## src/rtl/rld_pkg.sv

```systemverilog
// Shared types and constants for the run-length decoder.
// Pure declarations, no timing of their own.
// Not applicable: no handshakes live here.
package rld_pkg;

    localparam int BYTES_PER_WORD = 4;
    localparam int ADDR_W         = 16;
    localparam int COUNT_W        = 8;

    typedef enum logic [2:0] {
        IDLE,
        READ_REQ,
        READ_WAIT,
        EXPAND,
        WRITE,
        FLUSH,
        DONE
    } state_t;

    // Memory is word organised; byte offsets inside a word are dropped.
    function automatic logic [31:0] word_align(input logic [31:0] a);
        return a & 32'hFFFF_FFFC;
    endfunction

endpackage

```

## src/rtl/rld_word_packer.sv

```systemverilog
// Assembles decoded bytes little-endian into a 32-bit word.
// One byte accepted per strobe; word_nxt shows the word including this cycle's byte.
// No backpressure: owner must clear before a fifth byte arrives.
module rld_word_packer
    import rld_pkg::*;
(
    input  logic        clk,
    input  logic        reset,
    input  logic        clear,
    input  logic        byte_vld,
    input  logic [7:0]  byte_dat,
    output logic [31:0] word_dat,
    output logic [31:0] word_nxt,
    output logic [2:0]  fill,
    output logic        full
);

    // The strobe that delivers the fourth byte completes the word.
    assign full = byte_vld && (fill == 3'(BYTES_PER_WORD - 1));

    // Insert the incoming byte at the current fill position.
    always_comb begin
        word_nxt = word_dat;
        if (byte_vld && !fill[2]) begin
            case (fill[1:0])
                2'd0:    word_nxt[7:0]   = byte_dat;
                2'd1:    word_nxt[15:8]  = byte_dat;
                2'd2:    word_nxt[23:16] = byte_dat;
                default: word_nxt[31:24] = byte_dat;
            endcase
        end
    end

    // Word and fill count; clearing zeroes unused upper bytes for partial words.
    always_ff @(posedge clk or posedge reset) begin
        if (reset) begin
            word_dat <= '0;
            fill     <= '0;
        end else if (clear) begin
            word_dat <= '0;
            fill     <= '0;
        end else if (byte_vld && !fill[2]) begin
            word_dat <= word_nxt;
            fill     <= fill + 3'd1;
        end
    end

endmodule

```

## src/rtl/rld.sv

```systemverilog
// Run-length decoder: (count, symbol) byte pairs in memory -> expanded bytes in memory.
// Two cycles per stream word fetch, one per output byte, one per word write.
// No backpressure: the single memory port is assumed always ready.
module rld
    import rld_pkg::*;
(
    input  logic        clk,
    input  logic        reset,
    input  logic        start,
    input  logic [31:0] rle_addr,
    input  logic [31:0] rle_size,
    input  logic [31:0] message_addr,
    output logic [31:0] message_size,
    output logic        done,
    output logic        port_A_clk,
    output logic [15:0] port_A_addr,
    output logic        port_A_we,
    output logic [31:0] port_A_data_in,
    input  logic [31:0] port_A_data_out
);

    state_t              state;
    logic [31:0]         rd_addr;
    logic [31:0]         wr_addr;
    logic [30:0]         pairs_left;
    logic [31:8]         word_buf;    // byte 0 goes straight into rem at capture
    logic                pair_sel;    // 0: pair in bytes 0/1, 1: pair in bytes 2/3
    logic [COUNT_W-1:0]  rem;
    logic [31:0]         rd_addr_nxt;

    logic                start_ok;
    logic                emit;
    logic [7:0]          sym;
    logic                pk_clear;
    logic [31:0]         pk_word;
    logic [31:0]         pk_word_nxt;
    logic [2:0]          pk_fill;
    logic                pk_full;

    assign port_A_clk  = clk;
    assign start_ok    = start && (state == IDLE || state == DONE);
    assign emit        = (state == EXPAND) && (rem != '0);
    assign sym         = pair_sel ? word_buf[31:24] : word_buf[15:8];
    assign pk_clear    = start_ok || (state == WRITE) || (state == FLUSH);
    assign rd_addr_nxt = rd_addr + 32'(BYTES_PER_WORD);

    rld_word_packer u_packer (
        .clk      (clk),
        .reset    (reset),
        .clear    (pk_clear),
        .byte_vld (emit),
        .byte_dat (sym),
        .word_dat (pk_word),
        .word_nxt (pk_word_nxt),
        .fill     (pk_fill),
        .full     (pk_full)
    );

    // Control FSM; memory port outputs are registered on entry to the state that uses them.
    always_ff @(posedge clk or posedge reset) begin
        if (reset) begin
            state          <= IDLE;
            rd_addr        <= '0;
            wr_addr        <= '0;
            pairs_left     <= '0;
            word_buf       <= '0;
            pair_sel       <= 1'b0;
            rem            <= '0;
            message_size   <= '0;
            done           <= 1'b0;
            port_A_addr    <= '0;
            port_A_we      <= 1'b0;
            port_A_data_in <= '0;
        end else begin
            port_A_we <= 1'b0;
            case (state)
                IDLE, DONE: begin
                    if (start_ok) begin
                        rd_addr      <= word_align(rle_addr);
                        wr_addr      <= word_align(message_addr);
                        pairs_left   <= rle_size[31:1];
                        message_size <= '0;
                        done         <= 1'b0;
                        pair_sel     <= 1'b0;
                        rem          <= '0;
                        if (rle_size < 32'd2) begin
                            state <= FLUSH;
                        end else begin
                            state       <= READ_REQ;
                            port_A_addr <= word_align(rle_addr) & 32'h0000_FFFF;
                        end
                    end
                end
                READ_REQ: begin
                    state <= READ_WAIT;
                end
                READ_WAIT: begin
                    word_buf <= port_A_data_out[31:8];
                    rem      <= port_A_data_out[7:0];
                    pair_sel <= 1'b0;
                    state    <= EXPAND;
                end
                EXPAND: begin
                    if (rem != '0) begin
                        rem          <= rem - 1'b1;
                        message_size <= message_size + 32'd1;
                        if (pk_full) begin
                            state          <= WRITE;
                            port_A_we      <= 1'b1;
                            port_A_addr    <= wr_addr[ADDR_W-1:0];
                            port_A_data_in <= pk_word_nxt;
                        end
                    end else if (pairs_left == 31'd1) begin
                        // Last pair finished: a write is only issued if bytes are pending.
                        pairs_left     <= '0;
                        state          <= FLUSH;
                        port_A_we      <= (pk_fill != 3'd0);
                        port_A_addr    <= wr_addr[ADDR_W-1:0];
                        port_A_data_in <= pk_word;
                    end else begin
                        pairs_left <= pairs_left - 31'd1;
                        if (pair_sel) begin
                            rd_addr     <= rd_addr_nxt;
                            port_A_addr <= rd_addr_nxt[ADDR_W-1:0];
                            state       <= READ_REQ;
                        end else begin
                            pair_sel <= 1'b1;
                            rem      <= word_buf[23:16];
                        end
                    end
                end
                WRITE: begin
                    wr_addr <= wr_addr + 32'(BYTES_PER_WORD);
                    state   <= EXPAND;
                end
                FLUSH: begin
                    done  <= 1'b1;
                    state <= DONE;
                end
                default: begin
                    state <= IDLE;
                end
            endcase
        end
    end

endmodule

```

## config.mk

```make
export PLATFORM = sky130hd
export DESIGN_NAME = rld
export DESIGN_NICKNAME = d
export VERILOG_FILES = /design/src/rtl/rld_pkg.sv /design/src/rtl/rld_word_packer.sv /design/src/rtl/rld.sv
export SDC_FILE = /design/constraint.sdc
export NUM_CORES = 1
export LEC_CHECK = 0
export BUFFER_PORTS_ARGS = -buffer_cell sky130_fd_sc_hd__buf_2
export CAP_MARGIN = 20
export CORE_ASPECT_RATIO = 1.25
export CORE_UTILIZATION = 40
export DETAILED_ROUTE_END_ITERATION = 12
export GPL_TIMING_DRIVEN = 1
export SYNTH_ARGS = -nofsm -noshare
export SYNTH_HDL_FRONTEND = slang
export SYNTH_SLANG_ARGS = --single-unit
```

## constraint.sdc

```tcl
create_clock -name clk -period 8.7 [get_ports clk]
set_clock_uncertainty 0.15 [all_clocks]
set_input_delay 1.305 -clock clk [delete_from_list [all_inputs] [get_ports clk]]
set_output_delay 1.305 -clock clk [all_outputs]
set_load 0.01 [all_outputs]
```

==> flow_summary_export.csv <==
group,metric,value,unit
logic_synthesis,async_flop_share,1.000,
worst_hold_path,hp-start,"port_A_data_in[24]",
logic_synthesis,post-synth-top-count-cell,"dfrtp_1",
setup_path,cp_slowest_stage_delay,130,ps
setup_path,worstPathArrival,4720,ps
clock_tree,postCtsSetupBuffers,0,
floorplan,die_x,149.8,um
sta,worst_pin_slew,1030,ps
power_and_ir_drop,ir_drop,0.1710,mV
routing,via_count,9313,
routing,wl_met1,12910,um
setup_path,crit_top_cell,"clkbuf_16",
setup_path,reg2reg_setup_slack,4930,ps
power_and_ir_drop,p_switching,1.824,mW
routing,initialDrtViolationCount,481,
layout,fill_cells,2643,
layout,multi_input_area,5310,um2
logic_synthesis,synthTopCellsByCount,"dfrtp_1 (211), nand2_1 (146), o21ai_0 (122)",
clock_tree,cts_tree,"yes",
grt,grt_pass1_vias,9228,
sta,finalSetupTns,0,ps
logic_synthesis,avgSynthCellArea,9.314,um2
grt,antenna_found_initial,1,
power_and_ir_drop,combinationalPowerShare,0.391,
sta,setup_viol,0,
setup_path,critPathCaptureType,"output port",
sta,setup_slack,2524,ps
power_and_ir_drop,intPower,2.753,mW
setup_path,worstPathRequired,7240,ps
setup_path,reg2reg_depth,8,
logic_synthesis,ys_ff_latch,211,
worst_hold_path,hold_path_class,"flip-flop to flip-flop",
grt,grt_max_degree,138,
setup_path,path_class,"clock port to output port",
routing,top_layer_used,"met5",
layout,seqCellArea,5280,um2
clock_tree,path_clk_slew,60,ps
setup_path,crit_family,"buffers and inverters",
floorplan,dieArea,27960,um2
routing,wl_met2,14620,um
sta,slew_headroom,0.3084,
clock_tree,clk_latency,650,ps
sta,rsz0062_at_grt,"false",
sta,finalHoldViolations,0,
floorplan,die_h,186.7,um
setup_path,crit_slowest_cell,"buf_2",
setup_path,rr_startpoint,"rem[0]",
logic_synthesis,yosys.area.top_type,"dfrtp_1",
power_and_ir_drop,p_leak,6.181,nW
place,io_buffers,176,
routing,dr.pass1.iters,5,
layout,layout.nets,1467,
logic_synthesis,yosys_warnings,0,
sta,slew_viol_final,0,
floorplan,initial_core_util,0.4069,
logic_synthesis,ys_seq_area_frac,0.4837,
grt,grt.total_usage,0.2180,
logic_synthesis,syn_inst,1172,
floorplan,io_pins,214,
place,dp_slack,2780,ps
logic_synthesis,synth.cell_area,10920,um2
grt,grt_overflow,0,
logic_synthesis,synth_top_area_share,0.4837,
power_and_ir_drop,seq_power_share,0.358,
layout,diodes,0,
power_and_ir_drop,swShare,0.3986,
power_and_ir_drop,power_density,352.1,nW/um2
run,max-cap-violations,0,
routing,avgViaCountPerCell,5.527,
setup_path,crit_fanout,2,
setup_path,startpoint_type,"clock port",
logic_synthesis,syn_nets,1316,
worst_hold_path,hold_depth,2,
floorplan,core,26830,um2
floorplan,std_cell_rows,67,
setup_path,worst-path-buf-inv,3,
logic_synthesis,synth_ff_type,"dfrtp_1",
routing,wire_per_inst,17.69,um
grt,grt_pass1_wl,48820,um
routing,ant_nets,0,
clock_tree,cts_resized,0,
routing,drc,0,
place,dp_hpwl,20540,um
layout,drive_gt1_frac,0.2142,
logic_synthesis,ys_top_cells_by_area,"dfrtp_1 (48%), o21ai_0 (5.6%), nand2_1 (5.0%), a21oi_1 (4.0%), nor2_1 (3.6%)",
setup_path,reg2reg_to,"port_A_addr[14]",
routing,wl,29810,um
clock_tree,holdBufCountCts,0,
layout,syn_to_final_growth,19.10,%
worst_hold_path,hold_end,"port_A_data_in[24]",
setup_path,path_cells,"clkbuf_16, clkbuf_16, buf_2",
logic_synthesis,synth-edff-count,0,
status,status,"completed",
routing,wl_met3,1491,um
place,gp_congestion,0.8482,
power_and_ir_drop,power.share.clock,0.251,
logic_synthesis,yosys.cell_types.count,64,
-- cell usage in the layout, fill, tap and decap left out, types with 26 or more instances in the layout --
cell type and count:
dfrtp_1 211, buf_2 176, nand2_1 146, xor2_1 29, nand3_1 38, nor2_1 105
clkbuf_16 27, a21o_1 37, nor3_1 29, o21ai_0 122, mux2_2 29, mux2i_1 26
a21oi_1 88
-- worst max path at each step --
stage                 endpoint  cells past startpoint  start
finish              port_A_clk                      3    clk
global route        port_A_clk                      3    clk
CTS                 port_A_clk                      3    clk
detailed placement  port_A_clk                      1    clk
global placement    port_A_clk                      1    clk
floorplan                 done                      1  reset
-- power groups by stage --
stage          clock network, mW  registers (mW)  logic [mW]
2_1_floorplan            0.00947            1.57        1.35
3_3_place_gp             0.00695            1.64        1.77
3_5_place_dp             0.00695            1.65        1.81
4_1_cts                     1.17            1.64        1.81
5_1_grt                     1.22            1.69        2.01
6_report                    1.15            1.64        1.79
-- logic make-up after synthesis --
family | count (synthesis) | share of synthesized area
AOI/OAI and AO/OA | 333 | 0.1843
xor gates and xnor gates | 43 | 0.03450
adders and majority gates | 13 | 0.01490
buffers and inverters | 84 | 0.03106
DFF | 211 | 0.4837
muxes | 64 | 0.06614
and+or+nand+nor | 424 | 0.1853
-- final cells by class --
class                      count  share of cell area
multi-input combinational    877              0.4085
sequential                   211              0.4062
timing repair buffer         188             0.07642
clock buffer                  33             0.05611
tap                          345             0.03320
clock inverter                14             0.01415
inverter                      17            0.005486
-- tightest hold or removal path, cell delays in order, from the launching register on --
cell     delay [ps]
dfrtp_1         340
nand2_1          40
o21ai_0          60
-- per-stage QoR --
stage / utilization / hold WS (ps) / area, um2 / power, mW / cells
2_1_floorplan: - / 299.8 / 10920 / 2.925 / 1172
3_3_place_gp: 0.4497 / 305.6 / 12060 / 3.422 / 1638
3_5_place_dp: 0.4497 / 315.1 / 12060 / 3.466 / 1638
4_1_cts: 0.4836 / 328.6 / 12970 / 4.624 / 1684
5_1_grt: 0.4846 / 339.9 / 13000 / 4.922 / 1685
6_report: 0.4846 / 322.9 / 13000 / 4.577 / 1685
-- per-layer routing --
metal / track usage / up-vias
met3: 0.03741 / 55
met2: 0.3677 / 238
li1: - / 4540
met1: 0.2811 / 4478
met5: 0 / -
met4: 0.07032 / 2
-- flip-flops by register name, summed over array words and instances, names as in the netlist --
register / flops
port_A_data_in: 32
u_packer.fill: 3
rem: 8
port_A_addr: 15
u_packer.word_dat: 32
pairs_left: 31
word_buf: 24
wr_addr: 14
pair_sel: 1
message_size: 32
state: 3
rd_addr: 14
port_A_we: 1
done: 1
No activity file was read; power rests on OpenSTA's default activity.
